===== config.mk =====
export PLATFORM = sky130hd
export DESIGN_NAME = param_down_timer
export DESIGN_NICKNAME = d
export VERILOG_FILES = /design/src/rtl/param_timer_pkg.sv /design/src/rtl/param_down_timer.sv
export SDC_FILE = /design/constraint.sdc
export NUM_CORES = 1
export LEC_CHECK = 0
export BUFFER_PORTS_ARGS = -buffer_cell sky130_fd_sc_hd__buf_2
export CELL_PAD_IN_SITES_DETAIL_PLACEMENT = 2
export CELL_PAD_IN_SITES_GLOBAL_PLACEMENT = 2
export CORE_ASPECT_RATIO = 0.9
export CORE_MARGIN = 4
export CORE_UTILIZATION = 27
export CTS_CLUSTER_SIZE = 40
export DETAILED_ROUTE_END_ITERATION = 12
export PLACE_DENSITY = 0.84
export SLEW_MARGIN = 25
export SYNTH_ARGS = -nofsm -noshare
export SYNTH_HDL_FRONTEND = slang
export SYNTH_SLANG_ARGS = --single-unit

===== constraint.sdc =====
create_clock -name i_clk -period 2.4 [get_ports i_clk]
set_input_delay 0.24 -clock i_clk [delete_from_list [all_inputs] [get_ports i_clk]]
set_output_delay 0.24 -clock i_clk [all_outputs]
set_load 0.02 [all_outputs]

===== src/rtl/param_timer_pkg.sv =====
// ---------------------------------------------------------------------------
// param_timer_pkg
//   Shared types and helpers for the programmable timers.
//   - timer_state_t : two-state timer FSM encoding (IDLE / RUN)
//   - clamp_load    : saturates a requested load value to the legal range
//                     0..mod-1 so an oversized request still gives the
//                     longest legal delay instead of wrapping.
// ---------------------------------------------------------------------------
package param_timer_pkg;

    typedef enum logic {
        ST_IDLE = 1'b0,
        ST_RUN  = 1'b1
    } timer_state_t;

    function automatic logic [31:0] clamp_load(input logic [31:0] val,
                                               input logic [31:0] mod);
        return (val > (mod - 32'd1)) ? (mod - 32'd1) : val;
    endfunction

endpackage


===== src/rtl/param_down_timer.sv =====
// ---------------------------------------------------------------------------
// param_down_timer
//   Loadable modulo down-counter used as a one-shot delay/timeout.
//   A start request in IDLE loads a (clamped) count, the counter steps down
//   once per clock, and o_done pulses for the single cycle the count shows 0.
//
//   Optional build macro: PARAM_DOWN_TIMER_RELOAD_EN
//     defined   - periodic mode: at zero the latched load value is reloaded
//                 and the timer stays in RUN (period L+1); leave via abort
//                 or reset only.
//     undefined - one-shot mode: return to IDLE after the done cycle.
// ---------------------------------------------------------------------------
module param_down_timer
    import param_timer_pkg::*;
#(
    parameter  int MOD = 100000,
    localparam int W   = $clog2(MOD) + 1
) (
    input  logic         i_clk,
    input  logic         i_rst_n,
    input  logic         i_start,
    input  logic [W-1:0] i_load_val,
    input  logic         i_pause,
    input  logic         i_abort,
    output logic [W-1:0] o_count,
    output logic         o_busy,
    output logic         o_done
);

    timer_state_t state_reg, state_next;
    logic [W-1:0] count_reg, count_next;
    logic [W-1:0] load_reg,  load_next;
    logic         done_reg,  done_next;
    logic [W-1:0] load_clamped;

    assign load_clamped = W'(clamp_load(32'(i_load_val), 32'(MOD)));

    always_ff @(posedge i_clk or negedge i_rst_n) begin
        if (!i_rst_n) begin
            state_reg <= ST_IDLE;
            count_reg <= '0;
            load_reg  <= '0;
            done_reg  <= 1'b0;
        end else begin
            state_reg <= state_next;
            count_reg <= count_next;
            load_reg  <= load_next;
            done_reg  <= done_next;
        end
    end

    always_comb begin
        state_next = state_reg;
        count_next = count_reg;
        load_next  = load_reg;

        if (i_abort) begin
            state_next = ST_IDLE;
            count_next = '0;
        end else begin
            case (state_reg)
                ST_IDLE: begin
                    if (i_start) begin
                        load_next  = load_clamped;
                        count_next = load_clamped;
                        state_next = ST_RUN;
                    end
                end
                ST_RUN: begin
                    // Terminal count wins over pause: zero always moves on.
                    if (count_reg == '0) begin
`ifdef PARAM_DOWN_TIMER_RELOAD_EN
                        count_next = load_reg;
`else
                        state_next = ST_IDLE;
`endif
                    end else if (!i_pause) begin
                        count_next = count_reg - W'(1);
                    end
                end
                default: begin
                    state_next = ST_IDLE;
                    count_next = '0;
                end
            endcase
        end

        // Done is registered alongside the count so it is high exactly in
        // the cycle where the registered state is RUN with count zero.
        done_next = (state_next == ST_RUN) && (count_next == '0);
    end

    assign o_count = count_reg;
    assign o_busy  = (state_reg == ST_RUN);
    assign o_done  = done_reg;

endmodule


Word level (Yosys, flattened, before mapping)
Cells that the tools add are included.
{ "word_totals": {"wordCells": 19, "ff_bits": 20, "output_inout_bits": 20, "in_bits": 23} }
{ "classes": {"reduce_logical": 3, "add_sub_neg": 1, "n_mux": 10, "bitwise_logic": 1, "magnitude_cmp": 1} }
{ "op_table": {"columns": ["operator", "n"], "rows": [
  ["$mux W18", 5],
  ["$logic_not A18 Y1", 2],
  ["$pmux W18 S2", 1],
  ["$gt A18 B17 Y1 const B", 1],
  ["$sub A18 B1 Y18 const B", 1],
  ["$mux W1", 3],
  ["$pmux W1 S2", 1],
  ["$logic_and A1 B1 Y1", 1],
  ["$not A1 Y1", 1]
]} }

Longest topological paths before layout
Gate-level depths: netlist (run 1).
{ "logic_depth": {"depth_word": 7, "ltp_mapped": 10, "mapped_depth_nobuf": 9} }

Worst setup path after synthesis (run 1)
No wires, ideal clock.
{ "synth_path": {"kind": "register to register", "start": "reg count_reg[14], in the netlist o_count[14]", "end": "reg done_reg, in the netlist o_done", "stages_incl_launch_ff": 8, "setup_time_ps": 96, "arrival_time_ps": 2332, "required_time_ps": 2304, "period_less_slack_ps": 2428, "path_slack_ps": -28, "n_path_buf": 0, "path_cell_list": "dfrtp_1 > or4_4 > nor3_2 > a21oi_2 > mux2_1 > a21oi_2 > or4_4 > nor4_2"} }
{ "synth_between": {"word_cells_on_any_way": 12, "classes_between": "add/sub: 1; mux: 8; reduce/logical: 3"} }
{ "synth_lines": {"columns": ["element", "line", "text"], "rows": [
  ["start: declaration", "param_down_timer.sv:31", "logic [W-1:0] count_reg, count_next;"],
  ["start signal: assignment", "param_down_timer.sv:46", "count_reg <= count_next;"],
  ["$logic_not A18 Y1", "param_down_timer.sv:71", "if (count_reg == '0) begin"],
  ["$mux W18", "param_down_timer.sv:71", null],
  ["$pmux W18 S2", "param_down_timer.sv:61", "case (state_reg)"],
  ["$mux W18", "param_down_timer.sv:57", "if (i_abort) begin"],
  ["via count_next[6]", "param_down_timer.sv:31", null],
  ["$logic_not A18 Y1", "param_down_timer.sv:90", "done_next = (state_next == ST_RUN) && (count_next == '0);"],
  ["$logic_and A1 B1 Y1", "param_down_timer.sv:90", null],
  ["via done_next", "param_down_timer.sv:33", "logic done_reg, done_next;"],
  ["end signal: assignment", "param_down_timer.sv:48", "done_reg <= done_next;"],
  ["end: declaration", "param_down_timer.sv:33", null]
]} }
The timed path passes the listed nets, and every way through them passes these cells.

Worst setup path in the final report (run 1)
{ "layout_path": {"start": "reg count_reg[16], in the netlist o_count[16]", "end": "reg done_reg, in the netlist o_done"} }
{ "layout_between": {"elab_chain_len": 7, "word_cells_on_any_way": 12, "classes_between": "add/sub: 1; mux: 8; reduce/logical: 3"} }
{ "layout_lines": {"columns": ["element", "line", "text"], "rows": [
  ["$sub A18 B1 Y18", "param_down_timer.sv:78", "count_next = count_reg - W'(1);"],
  ["$mux W18", "param_down_timer.sv:77", "end else if (!i_pause) begin"],
  ["$mux W18", "param_down_timer.sv:71", null],
  ["$pmux W18 S2", "param_down_timer.sv:61", null],
  ["$mux W18", "param_down_timer.sv:57", null],
  ["$logic_not A18 Y1", "param_down_timer.sv:90", null],
  ["$logic_and A1 B1 Y1 (*)", "param_down_timer.sv:90", null],
  ["via done_next", "param_down_timer.sv:33", null]
]} }
The timed path passes the listed nets; every way through them passes the cells marked *.

==> results of run 1 <==
[power by group through the flow]
stage / Combinational, mW / Sequential, mW / Clock (mW)
after global placement: 0.445 / 0.399 / 0
after CTS: 0.491 / 0.396 / 0.236
after global routing: 0.630 / 0.403 / 0.254
after detailed placement: 0.463 / 0.402 / 0
after floorplan: 0.209 / 0.438 / 0
final: 0.590 / 0.399 / 0.239
[repair_timing]
item | in CTS | in global routing
resized for setup | 5 | 23
pin swaps | 4 | 13
setup endpoints to repair | 1 | 1
endpoints found under the hold margin | 20 | 0
cloned | 0 | 0
hold buffers | 1 | 0
setup buffers | 5 | 15
[worst register-to-register path: cells and delay by family, from the launching register on]
kind	cells	cell delay [ns]
AND/OR/NAND/NOR	4	1.29
flip-flops	1	0.42
AO/OA/AOI/OAI	3	0.63
buffers and inverters	1	0.15
[cell families after synthesis]
logic type | count (synthesis)
and+or+nand+nor | 82
AOI/OAI and AO/OA | 55
xor gates and xnor gates | 4
adders and majority gates | 1
buffers and inverters | 17
DFF | 20
muxes | 3
[sequential cells by signal, indices dropped and copies added, names as in the netlist]
name / count
o_count: 18
o_busy: 1
o_done: 1
[area by class of cell]
| cell class | count | area share |
|---|---|---|
| Timing Repair Buffer | 90 | 0.248 |
| Multi-Input combinational cell | 145 | 0.465 |
| Tap cell | 67 | 0.0356 |
| Clock buffer | 3 | 0.0175 |
| Inverter | 12 | 0.0191 |
| Sequential cell | 20 | 0.215 |
[metrics by stage]
stage / setup TNS (ns) / hold slack, ns / instance area [sq um]
finish: -0.199 / 0.286 / 2360
global route: -0.304 / 0.274 / 2360
CTS: 0 / 0.279 / 2130
detailed placement: -0.230 / 0.238 / 2030
global placement: -0.0891 / 0.228 / 2030
floorplan: 0 / -0.0556 / 1560
[how the worst max path moves through the flow]
| stage | from | end | slack, ns |
|---|---|---|---|
| 3_3_place_gp | o_count[5] | o_done | -0.09 |
| 5_1_grt | o_count[16] | o_done | -0.30 |
| 6_report | o_count[16] | o_done | -0.20 |
| 4_1_cts | o_count[14] | o_done | 0.004 |
| 3_5_place_dp | o_count[5] | o_done | -0.23 |
| 2_1_floorplan | o_count[14] | o_done | 0.0007 |
[routing by layer]
layer | global-route usage | routed length [um]
met1 | 0.268 | 3550
met2 | 0.370 | 4280
met3 | 0.0268 | 363
met4 | 0.0675 | 234
met5 | 0 | 0
[cells in the final DEF (no fill, tap or decap), drive strengths merged, types with 2 or more instances in the layout]
cell     netlist  final
o211ai         4      4
inv           12     12
o2111ai        2      2
or4            2      2
a31oi          6      6
o311a          2      2
nor2          19     19
o31ai          3      3
a311oi         2      2
a211oi         3      3
xnor2          4      4
or3            2      2
nand4          2      2
nor4           7      7
nor2b          4      4
and3b          2      2
buf            3     89
nand4b         3      3
o211a          2      2
a41oi          3      3
and2           2      2
mux2i          2      2
clkbuf         2      3
and3           2      2
dfrtp         20     20
a21oi         11     11
nor3           9      9
nand2b         5      5
nand3         10     10
o21ai          8      8
nand2          9      9
==> results by group, run 1 <==
Hold path
  – Worst Hold Launch: i_load_val[9]
  – Hold endpoint: o_count[9]
  – Hold depth: 2
  – Worst hold path type: in -> reg

Placed design
  – GPL Wtd Cong: 0.834
  – Port bufs: 42
  – HPWL Detailed: roughly 5600 um
  – Dpl ws: -0.230 ns
  – Inst Count DP: around 310

Critical path
  – Required @ worst endpoint: between 2 and 3 ns
  – Critical path cell sequence: or4_4 > nor3_4 > buf_6 > a2111oi_2 > a41oi_1 > o311a_1 > nand4b_1 > nor4_4
  – CP max stage delay: between 0.5 and 0.6 ns
  – CP top delay family: simple AND/OR/NAND/NOR gates
  – Worst R2R Setup Slack: -0.20 ns
  – R2R Path End: o_done
  – Crit path depth: 8
  – Crit path launch type: flip-flop
  – Worst Path Buf+Inv: 1
  – Worst r2r src: o_count[16]
  – Arr. time, crit path: roughly 2.8 ns
  – Worst r2r path cells: 8
  – CP max FO: 4
  – Crit Path Category: reg -> reg
  – Critical path endpoint category: flip-flop
  – CP max-delay cell: or4_4

Detailed routing
  – Drt pass-1 iters: 4
  – Vias per std cell: approximately 5.8
  – Initial DRC Count: slightly below 200
  – Routed wire length: about 8400 um
  – Vias: about 2000
  – DRC: 0
  – ANT nets after route: 0
  – WL per Instance: approximately 25 um

Final layout
  – Final nets: ~300
  – Util after Layout: 0.435
  – Fraction of layout cells with a size suffix above 1: 0.467
  – Area of the multi-input gates: between 1000 and 1500 sq um
  – Finished Layout Cells: around 340
  – Ant diodes: 0
  – Register area: 505 sq um
  – # fillers: 621
  – Area growth from synthesis to layout: 51.7%

Logic synthesis
  – Most common flop cell mapped by yosys: dfrtp_1
  – Net Count, Synth: around 200
  – Cell taking the most area after synthesis: dfrtp_1
  – Xor and xnor fraction of the mapped netlist area: 0.0226
  – Netlist cell types: 58
  – Post-Synth Adder-Cell Area: 0.00806
  – Synth Area in Simple Gates: 0.330
  – Synth top cells by count: dfrtp_1 (20), nor2_1 (19), inv_1 (12)
  – Synthesized instance count: roughly 180
  – Avg Inst Size Synth: 8.53 sq um
  – Synth Warn #: 0
  – Largest family of logic cells by synthesized area: simple AND/OR/NAND/NOR gates
  – #FFs+latches synth: 20
  – Top cells by area, synth: dfrtp_1 (32%), nor2_1 (4.6%), a21oi_1 (2.9%), nand3_1 (2.9%), inv_1 (2.9%)
  – Mux contribution to synthesized area: 0.0201
  – Synth Area in Compound Gates: 0.252
  – Number of enable flip-flop cells after synthesis: 0
  – Yosys top cell area share: 0.322
  – Most frequent cell after synthesis: dfrtp_1
  – Async SR Flop Fraction: 1.00
  – Register area share after synthesis: 0.322
  – Post-Syn Area: between 1500 and 2000 sq um

Run status
  – Run status: complete, but fails checks
  – Failing checks: negative setup slack

Global route
  – Total global routing overflow: 0
  – Vias in the first global route: between 2000 and 2500
  – First-pass GRT wire length: 11200 um
  – Global Route Usage Sum: 0.212
  – Antenna violations before repair: 0
  – Largest net degree at the start of global routing: 21

Clock network
  – CTS Buffer Depth: 2
  – CTS tree: done
  – Clk pin slew, worst setup/hold paths: 0.09 ns
  – Cts bufs inserted: 3
  – Worst-Skew Late Latency: between 0.2 and 0.3 ns
  – Root buffer cell: clkbuf_8
  – Clock Sinks: 20
  – H-tree depth: 1

STA
  – Final worst path period share: 1.08
  – Worst-Margin Slew: approximately 0.55 ns
  – Fmax: about 0.38 GHz
  – Final setup viols: 1
  – Final hold vios: 0
  – RSZ-0062 raised after global routing: true
  – Max_slew headroom: 0.632
  – Final worst setup slack: -0.199 ns
  – Slew Viols, Final: 0
  – Setup Skew: around 0.0066 ns
  – Minimum clock period after layout: 2.60 ns

Floorplan
  – Die ar.: 7030 sq um
  – Initial cell density of the core: 0.287
  – Die outline width: ~88 um
  – Core footprint: between 5000 and 6000 sq um
  – Row cnt: 25
  – Height of the die: between 70 and 80 um
  – I/O pin cnt: 43

Power and ir drop
  – Clk pwr share: 0.194
  – Sw Share: 0.406
  – VDD IR-drop max: 0.206 mV
  – Combinational Power Share: 0.480
  – Final Power: between 1 and 1.5 mW
  – Internal power: roughly 0.73 mW
  – PD cells: roughly 520 nW/um^2
  – Leakage: 1.06 nW
  – Sequential power share: 0.325
  – P_sw: roughly 0.5 mW

Flow run
  – # Max-Cap Violations: 0
No activity file was read; power rests on OpenSTA's default activity.
==> run 2: changes to the inputs <==
--- a/config.mk
+++ b/config.mk
@@ -14,4 +14,5 @@
 export CTS_CLUSTER_SIZE = 40
 export DETAILED_ROUTE_END_ITERATION = 12
+export MAX_ROUTING_LAYER = met4
 export PLACE_DENSITY = 0.84
 export SLEW_MARGIN = 25
==> constraint.sdc (replaced) <==
create_clock -name i_clk -period 2.4 [get_ports i_clk]
set_input_delay 0.12 -clock i_clk [delete_from_list [all_inputs] [get_ports i_clk]]
set_output_delay 0.12 -clock i_clk [all_outputs]
set_load 0.05 [all_outputs]
==> results by group, run 2 (synthesized netlist as in run 1, its figures left out) <==
Run status
  – Run status: complete, but fails checks
  – Failing checks: negative setup slack

Clock network
  – Worst-Skew Late Latency: 0.27 ns (about the same)
  – Clk pin slew, worst setup/hold paths: 0.09 ns (about the same)
  – H-tree depth: 1 (unchanged)
  – Cts bufs inserted: 3 (unchanged)
  – CTS Buffer Depth: 2 (unchanged)
  – Clock Sinks: 20 (unchanged)
  – CTS tree: done
  – Root buffer cell: clkbuf_8

Detailed routing
  – Routed wire length: 8880 um (+5.3%)
  – DRC: 0 (unchanged)
  – Drt pass-1 iters: 4 (unchanged)
  – Vias per std cell: 5.98 (+2.3%)
  – Vias: 1991 (+1.1%)
  – ANT nets after route: 0 (unchanged)
  – Initial DRC Count: 117 (-41%)
  – WL per Instance: 26.7 um (+6.6%)

STA
  – Fmax: 0.374 GHz (-2.9%)
  – Minimum clock period after layout: 2.68 ns (+0.0772 ns)
  – Final worst path period share: 1.12 (+0.0322)
  – Final hold vios: 0 (unchanged)
  – TNS Setup: -0.425 ns (-0.226 ns)
  – RSZ-0062 raised after global routing: true
  – Final worst setup slack: -0.277 ns (-0.0772 ns)
  – Max_slew headroom: 0.569 (-0.0626)
  – Slew Viols, Final: 0 (unchanged)
  – Final setup viols: 2 (+1)
  – Setup Skew: 0.00811 ns (+0.00153 ns)
  – Worst-Margin Slew: 0.646 ns (+0.0939 ns)

Floorplan
  – Height of the die: 79.9 um (unchanged)
  – I/O pin cnt: 43 (unchanged)
  – Row cnt: 25 (unchanged)
  – Core footprint: 5410 sq um (unchanged)
  – Die ar.: 7030 sq um (unchanged)
  – Die outline width: 87.9 um (unchanged)
  – Initial cell density of the core: 0.287 (unchanged)

Final layout
  – Register area: 512 sq um (+1.2%)
  – Area of the multi-input gates: 1050 sq um (-4.6%)
  – Fraction of layout cells with a size suffix above 1: 0.455 (-0.0118)
  – Max reg flops: 18 (unchanged)
  – # fillers: 619 (-0.32%)
  – Ant diodes: 0 (unchanged)
  – Commonest non-fill, non-tap cells in the layout: buf_2 (42), buf_4 (41), nor2_1 (19)
  – Final Cell Area: 2280 sq um (-3.2%)
  – Final nets: 291 (-1.7%)
  – Area growth from synthesis to layout: 46.9%
  – Commonest non-fill, non-tap cell in the layout: buf_2

Power and ir drop
  – PD cells: 573 nW/um^2 (+10%)
  – Leakage: 1.03 nW (-2.6%)
  – Final Power: 1.31 mW (+6.5%)
  – VDD IR-drop max: 0.315 mV (+53%)

Critical path
  – Crit Path Category: reg -> reg
  – R2R Path End: o_done
  – Required @ worst endpoint: 2.55 ns (about the same)
  – Worst r2r path cells: 9 (+1)
  – CP max stage delay: 0.58 ns (about the same)
  – Arr. time, crit path: 2.82 ns (+0.06 ns)
  – Critical Path Start: o_count[13]
  – Crit path depth: 9 (+1)
  – Crit path launch type: flip-flop
  – Critical path endpoint category: flip-flop
  – Worst R2R Setup Slack: -0.28 ns (-0.08 ns)
  – Critical path cell sequence: or4_4 > nor3_4 > buf_4 > buf_4 > a41oi_1 > a221oi_1 > nor3_2 > nand4b_1 > nor4_4
  – Worst Path Buf+Inv: 2 (+1)
  – CP top delay family: simple AND/OR/NAND/NOR gates
  – Most frequent CP cell: buf_4
  – CP max-delay cell: or4_4
  – CP max FO: 4 (unchanged)
  – Worst r2r src: o_count[13]

Global route
  – Total global routing overflow: 0 (unchanged)
  – Vias in the first global route: 2078 (+1.6%)
  – Largest net degree at the start of global routing: 21 (unchanged)
  – Antenna violations before repair: 0 (unchanged)
  – Global Route Usage Sum: 0.229 (+0.0169)
  – Met2 Use GR: 0.388 (+0.0173)
  – Grt met1 use: 0.284 (+0.0161)
  – Met3 usage: 0.0299 (+0.00310)
  – First-pass GRT wire length: 11800 um (+5.2%)
  – Top Usage Layer GRT: met2

Placed design
  – Post-DP Area: 2040 sq um (+0.68%)
  – GPL Wtd Cong: 0.961 (+15%)
  – HPWL Detailed: 5890 um (+4.5%)
  – Dpl ws: -0.0849 ns (+0.146 ns)
  – Port bufs: 42 (unchanged)

Hold path
  – Hold endpoint: o_count[6]
  – Worst Hold Launch: i_load_val[6]
  – Worst hold path type: in -> reg
  – Hold depth: 3 (+1)

Flow run
  – # Max-Cap Violations: 0 (unchanged)
run 2: worst max path at each step:
stage                  end  slack [ns]
global placement    o_done        0.05
CTS                 o_done       0.004
detailed placement  o_done       -0.08
global route        o_done       -0.38
finish              o_done       -0.28
floorplan           o_done      0.0008
run 2: worst min-delay path, stage by stage:
cell and delay [ns]:
buf_2 0.11, nand2_1 0.07, a21oi_2 0.07
run 2: area by class of cell:
class,instances,area share
Clock buffer,4,0.0241
Inverter,12,0.0197
Multi-Input combinational cell,145,0.459
Sequential cell,20,0.224
Tap cell,67,0.0368
Timing Repair Buffer,85,0.236
run 2: per-stage QoR:
step,hold slack [ns],utilization,cells
global placement,0.110,0.378,313
global route,0.154,0.422,333
floorplan,-0.176,-,182
finish,0.141,0.422,333
CTS,0.135,0.397,321
detailed placement,0.121,0.378,313
run 2: power by group:
group	internal, mW	switching, mW	total [mW]
logic	0.235	0.389	0.624
registers	0.365	0.0432	0.408
clock network	0.147	0.128	0.275
total	0.747	0.560	1.31
run 2: routing by layer:
metal / part of all wire / vias to the layer above
li1: - / 868
met1: 0.41 / 1006
met2: 0.50 / 94
met3: 0.063 / 23
met4: 0.028 / 0
met5: 0 / -
run 2: repair_timing:
item                                    4_1_cts  5_1_grt
buffers inserted                              3       12
resized for setup                             7        7
endpoints found under the hold margin        20        0
endpoints found under the setup margin        1        1
hold buffers                                  1        0
pin swaps                                     4        8
